**src/rtl/string_receiver_serial.sv**
```systemverilog
// string_receiver_serial: 8N1 UART receiver feeding a string assembler.
// Characters are packed first-character-in-MSB-byte into string_out; a
// carriage return (0x0D) or a full buffer ends the capture.
module string_receiver_serial #(
    parameter int MAX_CHARS     = 16,
    parameter int CLK_FREQUENCY = 100_000_000,
    parameter int BAUD_RATE     = 19_200
) (
    input  logic                           clk,
    input  logic                           reset,
    input  logic                           enable,
    input  logic                           rx,
    output logic [MAX_CHARS*8-1:0]         string_out,
    output logic [$clog2(MAX_CHARS+1)-1:0] char_count,
    output logic                           done,
    output logic                           rx_error,
    output logic [2:0]                     dbg_rx_state_o,
    output logic [1:0]                     dbg_asm_state_o
);

    localparam int BIT_PERIOD = CLK_FREQUENCY / BAUD_RATE;
    localparam int HALF_BIT   = BIT_PERIOD / 2;
    localparam int CW         = $clog2(MAX_CHARS + 1);
    localparam int TW         = $clog2(BIT_PERIOD + 1);

    localparam logic [TW-1:0] BIT_LAST  = TW'(BIT_PERIOD - 1);
    localparam logic [TW-1:0] HALF_LAST = TW'(HALF_BIT - 1);
    localparam logic [CW-1:0] LAST_SLOT = CW'(MAX_CHARS - 1);

    typedef enum logic [2:0] {
        R_IDLE  = 3'd0,
        R_START = 3'd1,
        R_DATA  = 3'd2,
        R_STOP  = 3'd3,
        R_BREAK = 3'd4
    } rx_state_t;

    typedef enum logic [1:0] {
        ST_WAIT    = 2'd0,
        ST_COLLECT = 2'd1,
        ST_DONE    = 2'd2
    } asm_state_t;

    logic                   rx_s1_q;
    logic                   rx_s2_q;
    logic                   rx_sync;

    rx_state_t              rx_state_q;
    logic [TW-1:0]          timer_q;
    logic [2:0]             bit_cnt_q;
    logic [7:0]             shift_q;
    logic                   byte_valid_q;
    logic                   rx_error_q;

    asm_state_t             asm_state_q;
    logic [MAX_CHARS*8-1:0] string_q;
    logic [CW-1:0]          char_count_q;
    logic                   done_q;
    logic                   capture_start;

    // Handshake: byte_valid_q is a one-cycle strobe with no back-pressure;
    // shift_q holds the received byte while it is high (the receiver is idle
    // then), and the assembler must consume it in that same cycle or lose it.

    assign rx_sync       = rx_s2_q;
    assign capture_start = (asm_state_q == ST_WAIT) && enable;

    // Two-flop synchronizer for the asynchronous serial line, idling high.
    always_ff @(posedge clk) begin
        if (reset) begin
            rx_s1_q <= 1'b1;
            rx_s2_q <= 1'b1;
        end else begin
            rx_s1_q <= rx;
            rx_s2_q <= rx_s1_q;
        end
    end

    // Receiver FSM: start-bit validation at mid-bit, 8 LSB-first samples, stop check.
    always_ff @(posedge clk) begin
        if (reset) begin
            rx_state_q   <= R_IDLE;
            timer_q      <= '0;
            bit_cnt_q    <= '0;
            shift_q      <= '0;
            byte_valid_q <= 1'b0;
            rx_error_q   <= 1'b0;
        end else begin
            byte_valid_q <= 1'b0;
            // A new capture clears the sticky error; a framing error on the
            // same edge is written below and therefore wins.
            if (capture_start) begin
                rx_error_q <= 1'b0;
            end
            case (rx_state_q)
                R_IDLE: begin
                    timer_q   <= '0;
                    bit_cnt_q <= '0;
                    if (!rx_sync) begin
                        rx_state_q <= R_START;
                    end
                end
                R_START: begin
                    if (timer_q == HALF_LAST) begin
                        timer_q    <= '0;
                        rx_state_q <= rx_sync ? R_IDLE : R_DATA;
                    end else begin
                        timer_q <= timer_q + 1'b1;
                    end
                end
                R_DATA: begin
                    if (timer_q == BIT_LAST) begin
                        timer_q <= '0;
                        shift_q <= {rx_sync, shift_q[7:1]};
                        if (bit_cnt_q == 3'd7) begin
                            bit_cnt_q  <= '0;
                            rx_state_q <= R_STOP;
                        end else begin
                            bit_cnt_q <= bit_cnt_q + 1'b1;
                        end
                    end else begin
                        timer_q <= timer_q + 1'b1;
                    end
                end
                R_STOP: begin
                    if (timer_q == BIT_LAST) begin
                        timer_q <= '0;
                        if (rx_sync) begin
                            byte_valid_q <= 1'b1;
                            rx_state_q   <= R_IDLE;
                        end else begin
                            rx_error_q <= 1'b1;
                            rx_state_q <= R_BREAK;
                        end
                    end else begin
                        timer_q <= timer_q + 1'b1;
                    end
                end
                R_BREAK: begin
                    if (rx_sync) begin
                        rx_state_q <= R_IDLE;
                    end
                end
                default: begin
                    rx_state_q <= R_IDLE;
                end
            endcase
        end
    end

    // Assembler FSM: packs received bytes into the string until CR or full.
    always_ff @(posedge clk) begin
        if (reset) begin
            asm_state_q  <= ST_WAIT;
            string_q     <= {MAX_CHARS{8'h20}};
            char_count_q <= '0;
            done_q       <= 1'b0;
        end else begin
            case (asm_state_q)
                ST_WAIT: begin
                    done_q <= 1'b0;
                    if (enable) begin
                        string_q     <= {MAX_CHARS{8'h20}};
                        char_count_q <= '0;
                        asm_state_q  <= ST_COLLECT;
                    end
                end
                ST_COLLECT: begin
                    if (!enable) begin
                        asm_state_q <= ST_WAIT;
                    end else if (byte_valid_q) begin
                        if (shift_q == 8'h0D) begin
                            asm_state_q <= ST_DONE;
                            done_q      <= 1'b1;
                        end else begin
                            // Slot i sits at byte (MAX_CHARS-1-i) counting from the LSB.
                            for (int i = 0; i < MAX_CHARS; i++) begin
                                if (char_count_q == CW'(i)) begin
                                    string_q[(MAX_CHARS-i)*8-1 -: 8] <= shift_q;
                                end
                            end
                            char_count_q <= char_count_q + 1'b1;
                            if (char_count_q == LAST_SLOT) begin
                                asm_state_q <= ST_DONE;
                                done_q      <= 1'b1;
                            end
                        end
                    end
                end
                ST_DONE: begin
                    if (!enable) begin
                        asm_state_q <= ST_WAIT;
                        done_q      <= 1'b0;
                    end
                end
                default: begin
                    asm_state_q <= ST_WAIT;
                    done_q      <= 1'b0;
                end
            endcase
        end
    end

    assign string_out      = string_q;
    assign char_count      = char_count_q;
    assign done            = done_q;
    assign rx_error        = rx_error_q;
    assign dbg_rx_state_o  = rx_state_q;
    assign dbg_asm_state_o = asm_state_q;

endmodule
```
**config.mk**
```make
export PLATFORM = sky130hd
export DESIGN_NAME = string_receiver_serial
export DESIGN_NICKNAME = d
export VERILOG_FILES = /design/src/rtl/string_receiver_serial.sv
export SDC_FILE = /design/constraint.sdc
export NUM_CORES = 1
export LEC_CHECK = 0
export ABC_AREA = 0
export CAP_MARGIN = 15
export CORE_UTILIZATION = 25
export CTS_CLUSTER_DIAMETER = 100
export DETAILED_ROUTE_END_ITERATION = 8
export DONT_BUFFER_PORTS = 1
export HOLD_SLACK_MARGIN = 0.03
export PLACE_DENSITY = 0.5
export SYNTH_ARGS = -nofsm -noshare
export SYNTH_HDL_FRONTEND = slang
export SYNTH_SLANG_ARGS = --single-unit
```
**constraint.sdc**
```tcl
create_clock -name clk -period 2.12 [get_ports clk]
set_clock_uncertainty 0.2 [all_clocks]
set_input_delay 0.424 -clock clk [delete_from_list [all_inputs] [get_ports clk]]
set_output_delay 0.424 -clock clk [all_outputs]
set_load 0.02 [all_outputs]
```
Yosys cells after proc, flatten, opt, wreduce, memory -nomap -nowiden
Cells that the tools add are included.
{"block": "op_classes", "add_sub_neg": 3, "multipliers": 0, "div": 0, "order_cmp": 0, "n_eq_ne": 55, "shift": 0, "muxes": 59, "bitwise_logic": 2, "n_reduce_logical": 31}
{"cell": "$mux 128", "count": 4}
{"cell": "$pmux 128 s2", "count": 1}
{"cell": "$mux 8", "count": 16}
{"cell": "$reduce_and 6->1", "count": 17}
{"cell": "$ne 2x2->1 const B", "count": 27}
{"cell": "$eq 5x4->1 const B", "count": 8}
{"cell": "$pmux 13 s3", "count": 1}
{"cell": "$mux 3", "count": 9}
{"cell": "$mux 13", "count": 2}
{"cell": "$eq 5x3->1 const B", "count": 4}
{"cell": "$mux 5", "count": 4}
{"cell": "$pmux 3 s5", "count": 1}
{"cell": "$mux 2", "count": 7}
{"cell": "$add 13x1->13 const B", "count": 1}
{"cell": "$eq 13x12->1 const B", "count": 1}
{"cell": "$eq 13x13->1 const B", "count": 1}
{"cell": "$eq 5x2->1 const B", "count": 2}
{"cell": "$mux 1", "count": 10}
{"cell": "$pmux 5 s2", "count": 1}
{"cell": "$eq 8x4->1 const B", "count": 1}
{"cell": "$reduce_and 4->1", "count": 2}
{"cell": "$eq 3x2->1 const B", "count": 2}
{"cell": "$eq 3x3->1 const B", "count": 2}
{"cell": "$ne 3x3->1 const B", "count": 2}
{"cell": "21 further kinds", "count": 24}
{"block": "totals", "ff_bits": 167, "latchBits": 0, "mem_bits_rw": 0, "mem_bits_ro": 0, "input_bits": 4, "out_inout_bits": 140, "wordCells": 177, "n_memories": 0}

Longest topological paths before layout
{"block": "depth", "ltp_word": 6, "mapped_depth": 8, "ltp_nobuf": 7}

Worst setup path after synthesis
Ideal clock, no wire load.
{"block": "synth_timing", "path_type": "reg-to-reg", "from": "reg char_count_q[0] (netlist: char_count[0])", "to": "reg string_q[69] (netlist: string_out[69])", "setup_time_ps": 120, "arrival_ps": 1974, "required_time_ps": 1800, "setup_slack_ps": -174, "path_stages_with_launch": 7, "path_buffers": 0, "synth_period_minus_slack_ps": 2294, "cell_sequence": "dfxtp_1 -> ha_1 -> nor4bb_1 -> o22ai_2 -> a21oi_2 -> nor2b_1 -> a211o_1"}
{"block": "synth_between", "elab_chain_cells": 3}
{"element": "start, declared", "line": "57", "rtl": "logic [CW-1:0] char_count_q;"}
{"element": "start signal, assigned", "line": "182", "rtl": "char_count_q <= char_count_q + 1'b1;"}
{"element": "$eq 5x3->1", "line": "178", "rtl": "if (char_count_q == CW'(i)) begin"}
{"element": "$ne 2x2->1 (no source line)"}
{"element": "$reduce_and 6->1 (no source line)"}
{"element": "end signal, assigned", "line": "155", "rtl": "string_q <= {MAX_CHARS{8'h20}};"}
{"element": "end signal, assigned", "line": "163", "rtl": "string_q <= {MAX_CHARS{8'h20}};"}
{"element": "end signal, assigned by index", "line": "179", "rtl": "string_q[(MAX_CHARS-i)*8-1 -: 8] <= shift_q;"}
{"element": "end, declared", "line": "56", "rtl": "logic [MAX_CHARS*8-1:0] string_q;"}
No other way between the ends.
A chain may end at the register's enable or synchronous reset.

Worst setup path after layout
{"block": "layout_timing", "from": "reg char_count_q[0] (netlist: char_count[0])", "to": "reg string_q[109] (netlist: string_out[109])"}
{"block": "layout_between", "elab_chain_cells": 3}
{"element": "$eq 5x2->1", "line": "178"}
{"element": "$ne 2x2->1 (no source line)"}
{"element": "$reduce_and 6->1 (no source line)"}
No other way between the ends.

==> out/summary.txt <==
Status: finished, violations left
Failing checks: negative hold slack
Tot Pwr: 6830 µW
RSZ-0062 raised after global routing: true
Initial cell density of the core: 0.254
Max Cap Viol: 0
Placed Area: 7950 µm²
Worst hold-check path type: input pin to flip-flop
Mapped cell area: 7080 µm²
Pre-Repair DR Iteration Count: 4
Sink Count: 167
Global Route Usage Sum: 0.140
Most used flip-flop cell after synthesis: dfxtp_1
Die ar.: 29000 µm²
Row count: 61
Final WL: 20400 µm
Least-Margin Pin Slew: 694 ps
CTS Root Cell: clkbuf_16
Antenna violations before repair: 0
GR Overflow Total: 0
Post-synthesis sequential area ratio: 0.472
Hold_ws: -84.5 ps
TritonCTS buffer count: 17
Clk slew on worst S/H paths: 70 ps
Clock latency on the worst-skew pair: 420 ps
Critical path class: flip-flop to flip-flop
CP Data Arrival Time: 2160 ps
First-pass GRT wire length: 30600 µm
ANT nets after route: 0
Achievable Freq: 0.489 GHz
Multi-input combinational cell area: 3740 µm²
GPL Wtd Cong: 0.781
Vias in the first global route: 4896
Layout cell share with drive strength beyond 1: 0.230
Final Setup Violations: 0
WL/cell: 18.0 µm
Sequential cell area: 3360 µm²
Worst setup SP type: flip-flop
Peak VDD IR: 0.000465 V
IO Port Bufs: 0
Crit path max fanout: 6
Syn Inst Count: 709
Post-CTS Hold Buffers: 4
EDFF count, synth: 0
Antenna diode count: 0
Core area: 27900 µm²
Design Area, Final: 8920 µm²
DP HPWL: 13600 µm
Syn_area_per_cell: 9.99 µm²
Largest net degree at the start of global routing: 165
H-Tree Depth: 4
IO Count: 144
Syn_nets: 722
Synth warnings: 0
Period utilization: 0.965
Post-route DRC: 0
Yosys cell types: 61
Worst setup EP type: flip-flop
Lkg Pwr: 0.00335 µW
Fill cells: 2851
Longest Clk Path Bufs: 2
Syn-to-layout area delta: 26.0%
Number of DRC markers in iteration 0: 237
Vias after detailed routing: 5158
Layout net count: 761
Tmin final: 2050 ps
Final Max Tran Viols: 0
Routed vias/inst: 4.53
Yosys reg bits: 167
Hold Fails Final Rpt: 27
Fraction of registers with async set/reset: 0
Die Wd: 170 µm
CTS tree: built
Die Y-Extent: 170 µm
Worst slew margin: 0.538
Required @ worst endpoint: 2230 ps
Total power per unit cell area: 766 nW/µm²
[power breakdown]
part / switching (µW) / internal [µW]
Sequential: 60.5 / 3160
Clock: 1370 / 1800
Combinational: 215 / 221
Total: 1650 / 5190
[through the flow]
| step | TNS [ps] | instances | setup slack (ps) | utilization |
|---|---|---|---|---|
| finish | 0 | 1138 | 74.5 | 0.320 |
| global route | -49.3 | 1138 | -22.9 | 0.320 |
| CTS | -40.1 | 1135 | -14.1 | 0.310 |
| detailed placement | -587 | 1100 | -52.6 | 0.285 |
| global placement | -814 | 1100 | -66.0 | 0.285 |
| floorplan | 0 | 709 | 0.0264 | - |
[repair_timing]
action	4_1_cts	5_1_grt
endpoints found under the hold margin	163	157
setup endpoints to repair	36	124
buffers inserted	0	2
pin swaps	3	10
gates resized for setup	8	53
cloned	0	1
[cells in the mapped netlist, types with 7 or more instances]
cell type  number  area (µm²)
a211o_1        17         149
a21oi_1         8        40.0
a21oi_2        12         105
a31oi_1         9        56.3
and2_1          7        43.8
buf_2          14        70.1
clkbuf_1       30         113
dfxtp_1       167        3340
ha_1            9         113
inv_1           8        30.0
mux2i_1       123        1230
nand2_1        14        52.6
nand3_1        14        70.1
nor2_1        138         518
nor2b_1        23         144
nor4bb_1        7        70.1
o21ai_0         7        35.0
o22ai_1         8        50.1
o22ai_2         7        87.6
or3_1           8        50.1
[flip-flops by register name, indices dropped and copies added, names as in the netlist]
name and count:
dbg_rx_state_o 3, rx_s1_q 1, string_out 128, timer_q 13, done 1, bit_cnt_q 3
rx_error 1, shift_q 8, rx_s2_q 1, char_count 5, byte_valid_q 1, dbg_asm_state_o 2
[cell type report]
class	count	area share
inverter	8	0.00336
clock inverter	13	0.0181
sequential	167	0.376
tap	378	0.0530
timing repair buffer	72	0.0806
clock buffer	18	0.0492
multi-input combinational	482	0.419
[layer usage]
| layer | up-vias | routed length, µm | track usage |
|---|---|---|---|
| met1 | 2515 | 9370 | 0.185 |
| met2 | 86 | 9410 | 0.213 |
| met4 | 0 | 98 | 0.0345 |
| li1 | 2552 | - | - |
| met5 | - | 0 | 0 |
| met3 | 5 | 1570 | 0.0505 |
[cells by family after synthesis]
family / after synthesis / share of synthesized area
AND/OR/NAND/NOR: 260 / 0.190
flip-flops: 167 / 0.472
multiplexers: 124 / 0.175
AO/OA/AOI/OAI: 84 / 0.102
buffers and inverters: 61 / 0.0406
adder cells (fa/ha/maj): 9 / 0.0159
XOR/XNOR: 4 / 0.00495
[critical path, cell delays in order (launching register included)]
cell and delay (ps):
dfxtp_4 370, inv_2 100, ha_4 150, nor4b_2 330, o22ai_4 160, a21oi_4 300
nor2b_1 80, a211o_1 260
[worst paths after layout]
path                              startpoint                              to  slack (ps)  depth (start not counted)
hold / removal                         reset  dbg_rx_state_o[0]$_SDFFE_PP0P_         -80                          1
setup / recovery  char_count[0]$_SDFFE_PP0P_    string_out[109]$_SDFFE_PP1P_          70                          7
hold reg to reg    bit_cnt_q[0]$_SDFFE_PP0P_       bit_cnt_q[0]$_SDFFE_PP0P_         290                          2
setup reg to reg  char_count[0]$_SDFFE_PP0P_    string_out[109]$_SDFFE_PP1P_          70                          7
[layout by cell type (no fill, tap or decap), drive strengths merged, types with 3 or more instances in the layout]
cell / instances
nor4bb: 7
nor2: 139
dfxtp: 167
xor2: 3
nor2b: 24
o21ai: 7
a31oi: 9
a21oi: 25
and4b: 3
nor3: 5
or3: 8
o22ai: 16
nand3: 14
buf: 68
nor3b: 4
clkinv: 3
nor4b: 5
and4bb: 3
nand2: 15
clkbuf: 18
inv: 15
ha: 9
nand4: 7
a211o: 17
nand2b: 3
mux2i: 123
dlygate4sd3: 4
or2: 4
and2: 7
No activity file was read; power rests on OpenSTA's default activity.
